[src/rtl/mips_pkg.sv]
// Shared definitions for the EX-stage multiply/divide unit: operand width,
// muldiv opcodes and the iteration FSM state encoding.
package mips_pkg;

    localparam int WIDTH_DEF = 32;

    localparam logic [2:0] MD_OP_NONE  = 3'd0;
    localparam logic [2:0] MD_OP_MULT  = 3'd1;
    localparam logic [2:0] MD_OP_MULTU = 3'd2;
    localparam logic [2:0] MD_OP_DIV   = 3'd3;
    localparam logic [2:0] MD_OP_DIVU  = 3'd4;
    localparam logic [2:0] MD_OP_MTHI  = 3'd5;
    localparam logic [2:0] MD_OP_MTLO  = 3'd6;

    typedef enum logic [1:0] {
        MD_IDLE = 2'd0,
        MD_RUN  = 2'd1,
        MD_FIX  = 2'd2
    } md_state_t;

endpackage

[src/rtl/md_iter_core.sv]
// Iterative datapath: one shift-add multiply step or one restoring
// shift-subtract divide step per cycle on unsigned magnitudes.
module md_iter_core
    import mips_pkg::*;
#(
    parameter int WIDTH = WIDTH_DEF
) (
    input  logic                 clk,
    input  logic                 rst,
    input  logic                 i_load,
    input  logic                 i_step,
    input  logic                 i_is_div,
    input  logic [WIDTH-1:0]     i_a,
    input  logic [WIDTH-1:0]     i_b,
    output logic [2*WIDTH-1:0]   o_acc
);

    logic [2*WIDTH-1:0] r_acc;
    logic [WIDTH-1:0]   r_opnd;
    logic               r_is_div;

    logic [WIDTH:0]     w_mul_sum;
    logic [2*WIDTH-1:0] w_mul_next;
    logic [WIDTH:0]     w_rem_sh;
    logic [WIDTH:0]     w_diff;
    logic               w_ge;
    logic [2*WIDTH-1:0] w_div_next;

    // Multiply: acc = {partial product, remaining multiplier bits}, shifted right.
    assign w_mul_sum  = {1'b0, r_acc[2*WIDTH-1:WIDTH]} + (r_acc[0] ? {1'b0, r_opnd} : {(WIDTH+1){1'b0}});
    assign w_mul_next = {w_mul_sum, r_acc[WIDTH-1:1]};

    // Divide: acc = {partial remainder, dividend bits / quotient bits}, shifted left.
    assign w_rem_sh   = {r_acc[2*WIDTH-1:WIDTH], r_acc[WIDTH-1]};
    assign w_diff     = w_rem_sh - {1'b0, r_opnd};
    assign w_ge       = ~w_diff[WIDTH];
    assign w_div_next = {(w_ge ? w_diff[WIDTH-1:0] : w_rem_sh[WIDTH-1:0]), r_acc[WIDTH-2:0], w_ge};

    always_ff @(posedge clk or posedge rst) begin
        if (rst) begin
            r_acc    <= '0;
            r_opnd   <= '0;
            r_is_div <= 1'b0;
        end else if (i_load) begin
            r_acc    <= {{WIDTH{1'b0}}, (i_is_div ? i_a : i_b)};
            r_opnd   <= i_is_div ? i_b : i_a;
            r_is_div <= i_is_div;
        end else if (i_step) begin
            r_acc    <= r_is_div ? w_div_next : w_mul_next;
        end
    end

    assign o_acc = r_acc;

endmodule

[src/rtl/ex_muldiv.sv]
// EX-stage multi-cycle MULT/MULTU/DIV/DIVU unit owning HI/LO, with MTHI/MTLO,
// MFHI/MFLO read-out and a stall to hazard logic while a result is pending.
module ex_muldiv
    import mips_pkg::*;
#(
    parameter int WIDTH = WIDTH_DEF,
    parameter int ITER  = WIDTH
) (
    input  logic             clk,
    input  logic             rst,
    input  logic             i_start,
    input  logic [2:0]       i_op,
    input  logic [WIDTH-1:0] i_rs_val,
    input  logic [WIDTH-1:0] i_rt_val,
    input  logic             i_mf_req,
    input  logic             i_mf_hi,
    input  logic             i_kill,
    output logic             o_busy,
    output logic             o_stall,
    output logic [WIDTH-1:0] o_hi,
    output logic [WIDTH-1:0] o_lo,
    output logic [WIDTH-1:0] o_mf_data
);

    localparam int CW = $clog2(ITER + 1);

    md_state_t          r_state;
    md_state_t          w_state_next;
    logic [CW-1:0]      r_cnt;
    logic               r_is_div;
    logic               r_neg_q;
    logic               r_neg_r;
    logic               r_dz;
    logic [WIDTH-1:0]   r_rs_raw;
    logic [WIDTH-1:0]   r_hi;
    logic [WIDTH-1:0]   r_lo;

    logic               w_is_md;
    logic               w_op_div;
    logic               w_op_signed;
    logic               w_accept;
    logic               w_rs_neg;
    logic               w_rt_neg;
    logic [WIDTH-1:0]   w_rs_mag;
    logic [WIDTH-1:0]   w_rt_mag;
    logic               w_load;
    logic               w_step;
    logic               w_fix_we;
    logic               w_last_step;
    logic [2*WIDTH-1:0] w_acc;
    logic [2*WIDTH-1:0] w_prod;
    logic [WIDTH-1:0]   w_res_hi;
    logic [WIDTH-1:0]   w_res_lo;

    assign w_is_md     = (i_op == MD_OP_MULT) || (i_op == MD_OP_MULTU) ||
                         (i_op == MD_OP_DIV)  || (i_op == MD_OP_DIVU);
    assign w_op_div    = (i_op == MD_OP_DIV)  || (i_op == MD_OP_DIVU);
    assign w_op_signed = (i_op == MD_OP_MULT) || (i_op == MD_OP_DIV);
    assign w_accept    = i_start & ~i_kill & (r_state == MD_IDLE);

    assign w_rs_neg = w_op_signed & i_rs_val[WIDTH-1];
    assign w_rt_neg = w_op_signed & i_rt_val[WIDTH-1];
    assign w_rs_mag = w_rs_neg ? -i_rs_val : i_rs_val;
    assign w_rt_mag = w_rt_neg ? -i_rt_val : i_rt_val;

    assign w_last_step = (r_cnt == CW'(ITER - 1));

    always_ff @(posedge clk or posedge rst) begin
        if (rst) r_state <= MD_IDLE;
        else     r_state <= w_state_next;
    end

    always_comb begin
        w_state_next = r_state;
        case (r_state)
            MD_IDLE: if (w_accept && w_is_md) w_state_next = MD_RUN;
            MD_RUN:  if (w_last_step)         w_state_next = MD_FIX;
            MD_FIX:                           w_state_next = MD_IDLE;
            default:                          w_state_next = MD_IDLE;
        endcase
        if (i_kill) w_state_next = MD_IDLE;
    end

    always_comb begin
        w_load   = 1'b0;
        w_step   = 1'b0;
        w_fix_we = 1'b0;
        case (r_state)
            MD_IDLE: w_load   = w_accept & w_is_md;
            MD_RUN:  w_step   = ~i_kill;
            MD_FIX:  w_fix_we = ~i_kill;
            default: ;
        endcase
    end

    md_iter_core #(.WIDTH(WIDTH)) u_core (
        .clk      (clk),
        .rst      (rst),
        .i_load   (w_load),
        .i_step   (w_step),
        .i_is_div (w_op_div),
        .i_a      (w_rs_mag),
        .i_b      (w_rt_mag),
        .o_acc    (w_acc)
    );

    always_ff @(posedge clk or posedge rst) begin
        if (rst) begin
            r_cnt    <= '0;
            r_is_div <= 1'b0;
            r_neg_q  <= 1'b0;
            r_neg_r  <= 1'b0;
            r_dz     <= 1'b0;
            r_rs_raw <= '0;
        end else if (i_kill) begin
            r_cnt    <= '0;
        end else if (w_load) begin
            r_cnt    <= '0;
            r_is_div <= w_op_div;
            r_neg_q  <= w_rs_neg ^ w_rt_neg;
            r_neg_r  <= w_rs_neg;
            r_dz     <= w_op_div & (i_rt_val == '0);
            r_rs_raw <= i_rs_val;
        end else if (w_step) begin
            r_cnt    <= r_cnt + 1'b1;
        end
    end

    // Sign fix-up; a zero divisor bypasses the iterated result entirely.
    assign w_prod = r_neg_q ? -w_acc : w_acc;

    always_comb begin
        w_res_hi = w_prod[2*WIDTH-1:WIDTH];
        w_res_lo = w_prod[WIDTH-1:0];
        if (r_is_div) begin
            if (r_dz) begin
                w_res_hi = r_rs_raw;
                w_res_lo = '1;
            end else begin
                w_res_hi = r_neg_r ? -w_acc[2*WIDTH-1:WIDTH] : w_acc[2*WIDTH-1:WIDTH];
                w_res_lo = r_neg_q ? -w_acc[WIDTH-1:0]       : w_acc[WIDTH-1:0];
            end
        end
    end

    always_ff @(posedge clk or posedge rst) begin
        if (rst) begin
            r_hi <= '0;
            r_lo <= '0;
        end else if (w_fix_we) begin
            r_hi <= w_res_hi;
            r_lo <= w_res_lo;
        end else if (w_accept && i_op == MD_OP_MTHI) begin
            r_hi <= i_rs_val;
        end else if (w_accept && i_op == MD_OP_MTLO) begin
            r_lo <= i_rs_val;
        end
    end

    assign o_busy    = (r_state != MD_IDLE);
    assign o_stall   = o_busy & (i_start | i_mf_req);
    assign o_hi      = r_hi;
    assign o_lo      = r_lo;
    assign o_mf_data = i_mf_hi ? r_hi : r_lo;

endmodule
[config.mk]
export PLATFORM = sky130hd
export DESIGN_NAME = ex_muldiv
export DESIGN_NICKNAME = d
export VERILOG_FILES = /design/src/rtl/mips_pkg.sv /design/src/rtl/md_iter_core.sv /design/src/rtl/ex_muldiv.sv
export SDC_FILE = /design/constraint.sdc
export NUM_CORES = 1
export LEC_CHECK = 0
export BUFFER_PORTS_ARGS = -buffer_cell sky130_fd_sc_hd__buf_4
export CAP_MARGIN = 15
export CORE_MARGIN = 2
export CORE_UTILIZATION = 40
export DETAILED_ROUTE_END_ITERATION = 12
export GPL_TIMING_DRIVEN = 0
export RECOVER_POWER = 50
export SLEW_MARGIN = 10
export SYNTH_ARGS = -nofsm -noshare
export SYNTH_HDL_FRONTEND = slang
export SYNTH_SLANG_ARGS = --single-unit
[constraint.sdc]
create_clock -name clk -period 8.96 [get_ports clk]
set_input_delay 1.792 -clock clk [delete_from_list [all_inputs] [get_ports clk]]
set_output_delay 1.792 -clock clk [all_outputs]
set_load 0.01 [all_outputs]
# == Yosys cells after proc, flatten, opt, wreduce, memory -nomap -nowiden ==
# Cells that the tools add are included.
# word_totals
regBits,205
in_bits,73
output_inout_bits,98
word_cells,93
# classes
n_addsub,8
eq_ne,12
n_mux,32
bitwise_logic,11
n_reduce_logical,18
# op_table
cell,n
two-way mux 32 bit,18
two-way mux 64 bit,4
negation 32 bit,4
negation 64 bit,1
adder 32 x 33 -> 33 bit,1
subtractor 33 x 32 -> 33 bit,1
logical NOT 32 bit,1
two-way mux 6 bit,3
equality test 3 bit (second input constant),3
nonzero test 2 bit,4
bitwise AND 1 bit,7
adder 6 x 1 -> 6 bit (second input constant),1
equality test 3 x 2 -> 1 bit (second input constant),2
equality test 6 x 5 -> 1 bit (second input constant),1
two-way mux 2 bit,3
AND reduction 2 bit,3
logical OR 1 bit,5
case mux 2 bit (2 select lines),1
equality test 3 x 1 -> 1 bit (second input constant),1
logical AND 1 bit,3
two-way mux 1 bit,3
!= test 3 x 2 -> 1 bit (second input constant),1
!= test 3 bit (second input constant),1
nonzero test 3 bit,1
other kinds (7),8

# == Logic depth before layout (Yosys ltp) ==
# depth
depth_word,8
mapped_depth,14
ltp_nobuf,14

# == By module ==
# A second synthesis with hierarchy kept.
# hier_totals
hier_cells,2169
area_unflattened_um2,17790.8
# by_module_without_submodules
module,n_inst,cells_per_inst,area_per_inst_um2,seq_area_each_um2
ex_muldiv,1,1074,8998.6,2702.6
md_iter_core,1,1095,8792.2,2427.3

# == Worst setup path after synthesis ==
# No wires, ideal clock.
# synth_timing
path_kind,input to output
startpoint,input port i_mf_hi
endpoint,output port o_mf_data[10]
arrival_time_ns,2.706
required_time_ns,7.168
setup_slack_ns,4.462
cell_stages,3
n_path_buf,2
cell_sequence,clkbuf_1 -> buf_1 -> mux2_2
# synth_via
elab_chain_len,1
# synth_lines
element,line,source
start: declaration,ex_muldiv.sv:16,"input logic i_mf_hi,"
two-way mux 32 bit,ex_muldiv.sv:164,assign o_mf_data = i_mf_hi ? r_hi : r_lo;
end: declaration,ex_muldiv.sv:22,output logic [WIDTH-1:0] o_mf_data
# No other way between the ends.

# == Worst setup path in the final report ==
# layout_timing
startpoint,register u_core.r_acc[0] (netlist: u_core.o_acc[0])
endpoint,register r_hi[12] (netlist: o_hi[12])
# layout_via
elab_chain_len,4
# layout_lines
element,line,source
start: declaration,md_iter_core.sv:18,logic [2*WIDTH-1:0] r_acc;
start signal: assignment,md_iter_core.sv:45,"r_acc <= {{WIDTH{1'b0}}, (i_is_div ? i_a : i_b)};"
start signal: assignment,md_iter_core.sv:49,r_acc <= r_is_div ? w_div_next : w_mul_next;
negation 64 bit,ex_muldiv.sv:130,assign w_prod = r_neg_q ? -w_acc : w_acc;
two-way mux 64 bit,ex_muldiv.sv:130,
two-way mux 32 bit,ex_muldiv.sv:135,if (r_is_div) begin
two-way mux 32 bit,ex_muldiv.sv:150,end else if (w_fix_we) begin
end signal: assignment,ex_muldiv.sv:151,r_hi <= w_res_hi;
end signal: assignment,ex_muldiv.sv:154,r_hi <= i_rs_val;
end: declaration,ex_muldiv.sv:35,logic [WIDTH-1:0] r_hi;
# No other way between the ends.
# A chain may end at the register's enable or synchronous reset.

==> metrics.md <==
| Metric | Value |
|---|---|
| Final antenna diode count | `0` |
| I/O Buffers | `161` |
| Routability Congestion | `0.9891` |
| Min-delay worst type | `flop to flop` |
| Avg Vias per Cell | `6.251` |
| Number of instances in the synthesized netlist | `2,165` |
| Area overhead of the layout relative to synthesis | `16.02%` |
| Status | `finished, violations left` |
| Number of maximum-capacitance violations | `1` |
| Hold slack final | `0.4829 ns` |
| Proportion of synthesized chip area in sequential cells | `29.75%` |
| Cell total after placement | `2,874` |
| DP Worst Slack | `3.827 ns` |
| Seq cells post-synth | `205` |
| Top flip-flop cell by instance count after synthesis | `dfrtp_1` |
| Failing checks | `capacitance limit, slew limit` |
| Number of endpoints failing setup at the final stage | `0` |
| Effective utilization at floorplan | `40.29%` |
| Final worst-path cycle share | `59.34%` |
| Critical Path Slowest Stage Cell | `o21ai_0` |
| Endpoint type of the worst setup path | `flop` |
| Number of rows created at floorplan | `76` |
| Max IR drop VDD | `0.0001830 V` |
| Data required time at the worst endpoint | `9.35 ns` |
| Worst-case clock buffer depth | `3` |
| Commonest cells after routing, fill and taps aside | `324 x nand2_1, 214 x o21ai_0, 205 x dfrtp_1` |
| Syn Area/Cell | `7.964 sq um` |
| Die outline width | `211.6 um` |
| CP Max Fanout | `10` |
| H-Tree Level Count | `1` |
| Mapped Area | `17,240 sq um` |
| Clock tree from TritonCTS | `yes` |
| Worst slew slack as a fraction of its limit | `-65.56%` |
| Average wire length per cell after detail routing | `26.13 um` |
| F_max | `0.1881 GHz` |
| Top-level I/O count | `171` |
| Proportion of layout cells with a drive suffix above 1 | `10.02%` |
| Worst setup slack after layout | `3.643 ns` |
| Switching part of the total power | `47.42%` |
| Combinational cell fraction of total power | `53.7%` |
| Cts hold-fix bufs | `0` |
| Worst stage delay on the critical path | `0.72 ns` |
| Routed Antenna Nets | `0` |
| Share of Yosys cell area claimed by the top area cell type | `29.75%` |
| Clock sink count | `205` |
| Count of routing violations after the opening detailed-route iteration | `1,980` |
| Power Internal | `3219 uW` |
| Crit path launch type | `flop` |
| Bufs and invs on worst path | `3` |
| First-pass iteration count of the detailed router | `6` |
| First-pass GRT wire length | `111,200 um` |
| Final hold violation count | `0` |
| Setup CP Type | `flop to flop` |
| Power Density | `306.0 nW/um^2` |
| Post-CTS Repair Setup Buffers | `0` |
| Total global routing track utilization | `33.43%` |
| Final setup skew | `0.01454 ns` |
| Total number of vias | `18,259` |
| Proportion of power drawn by the clock network | `20.4%` |
| Part of the power in registers | `25.9%` |
| Clock input transition at the sequential cells of the worst setup and hold paths | `0.06 ns` |
| Area of all placed cells without fillers | `20,000 sq um` |
| Residual DRC | `0` |
| Share of async-settable or async-resettable flops after synthesis | `100.0%` |
| Synth area leader | `dfrtp_1` |
| Number of antenna violations at the first check in global routing | `2` |
| Switching power | `2902 uW` |
| Number of gates resized after cts | `0` |
| Data arrival time of the critical path | `5.70 ns` |
| Total gr overflow | `0` |
| Min Clock Period, post-route | `5.317 ns` |
| HPWL Detailed | `60,420 um` |
| Total design power | `6121 uW` |
| Total of warnings raised by yosys | `0` |
| Die Ht | `211.6 um` |
| Leading cell types by total area after synthesis | `dfrtp_1 30%, nand2_1 7.1%, o21ai_0 6.2%, mux2i_1 5.4%, ha_1 5.0%` |
| Fin cells | `2,921` |
| Total Die Area | `44,780 sq um` |
| Area post-placement | `19,200 sq um` |
| Area of the placeable core | `42,790 sq um` |
| Cell at the root of the clock tree | `clkbuf_16` |
| Number of library cell types mapped by synthesis | `72` |
| Clk Latency, worst-skew pair | `0.57 ns` |
| Maximum number of pins on one net before global-route repair | `85` |
| Filler instances | `4,317` |
| Cell-by-cell trace of the critical path | `inv_1 -> clkbuf_1 -> ha_1 -> or4bb_1 -> or3_1 -> clkbuf_1 -> or3_1 -> nand2b_1 -> o21ai_1 -> xnor2_1 -> o21ai_0 -> o21ai_0` |
| Overall routed net length | `76,320 um` |
| Family with the most delay on the worst path | `simple AND/OR/NAND/NOR gates` |
| Clock buffers created by TritonCTS | `26` |
| Most frequent standard cell in the layout excluding fill and tap cells | `nand2_1` |
| Number of global-route vias before repair | `17,142` |
| Leakage | `0.008612 uW` |
| Post-synthesis net count | `2,309` |
| Worst Tran Pin Value | `2.470 ns` |
| RSZ-0062 raised after global routing | `false` |
| Max-slew violation total from the final report | `48` |
| Number of synthesized flops with an enable pin | `0` |
| NumNets Final | `2,500` |
routing by layer:
metal	share of wire [%]	track usage [%]
met1	43	47.11
met2	44	51.80
met3	8.5	5.044
met4	4.2	12.36
met5	0	0
logic make-up after synthesis:
group | share of synthesized area, %
mux | 8.208
xor+xnor | 8.839
compound gates | 24.19
flops | 29.75
fa+ha+maj | 5.239
simple gates | 18.64
buf+inv | 5.131
cells in the mapped netlist (all sizes together), types with 51 or more instances:
master / n
a21oi: 131
clkbuf: 136
dfrtp: 205
ha: 69
inv: 68
mux2i: 93
nand2: 324
nand3: 59
nor2: 137
o211ai: 51
o21ai: 221
xnor2: 89
xor2: 85
worst paths after layout:
| path | slack, ns | endpoint | cells past startpoint | from |
|---|---|---|---|---|
| worst max-delay path | 3.64 | o_hi[12] | 12 | u_core.o_acc[0] |
| worst min-delay path | 0.48 | r_rs_raw[30] | 2 | r_rs_raw[30] |
| worst max register to register | 3.64 | o_hi[12] | 12 | u_core.o_acc[0] |
| worst min register to register | 0.48 | r_rs_raw[30] | 2 | r_rs_raw[30] |
| max in group asynchronous | 5.43 | u_core.o_acc[41] | 4 | rst |
| min in group asynchronous | 1.90 | o_lo[9] | 2 | rst |
flip-flops by register name (all words and copies together), names as in the netlist:
register	cells
o_hi	32
o_lo	32
r_cnt	6
r_dz	1
r_is_div	1
r_neg_q	1
r_neg_r	1
r_rs_raw	32
r_state	2
u_core.o_acc	64
u_core.r_is_div	1
u_core.r_opnd	32
cell type report:
cell class	count	area [sq um]	area share (%)
multi-input cells	1735	11230	56.13
flip-flops and latches	205	5130	25.65
repair buffers	163	1080	5.398
clock buffers	33	738.2	3.691
well taps	546	683.2	3.415
plain buffers	156	625.6	3.128
inverters	69	260.3	1.301
clock inverters	14	259.0	1.295
per-stage QoR:
stage / setup TNS [ns] / util, %
after global routing: 0 / 46.75
after floorplan: 0 / -
after detailed placement: 0 / 44.86
after global placement: -240.73 / 44.71
final: 0 / 46.75
after CTS: 0 / 47.19
power by group through the flow:
stage          logic (uW)  registers [uW]  clock network (uW)
4_1_cts              3260            1560                1250
5_1_grt              3570            1600                1280
6_report             3290            1590                1250
3_3_place_gp         3200            1580                   0
2_1_floorplan        2240            1420                   0
3_5_place_dp         3240            1580                   0
worst min-delay path: cells and delay by family (launching register included):
kind	cells	cell delay (ns)
and+or+nand+nor	2	0.11
DFF	1	0.34
No activity file was read; power rests on OpenSTA's default activity.
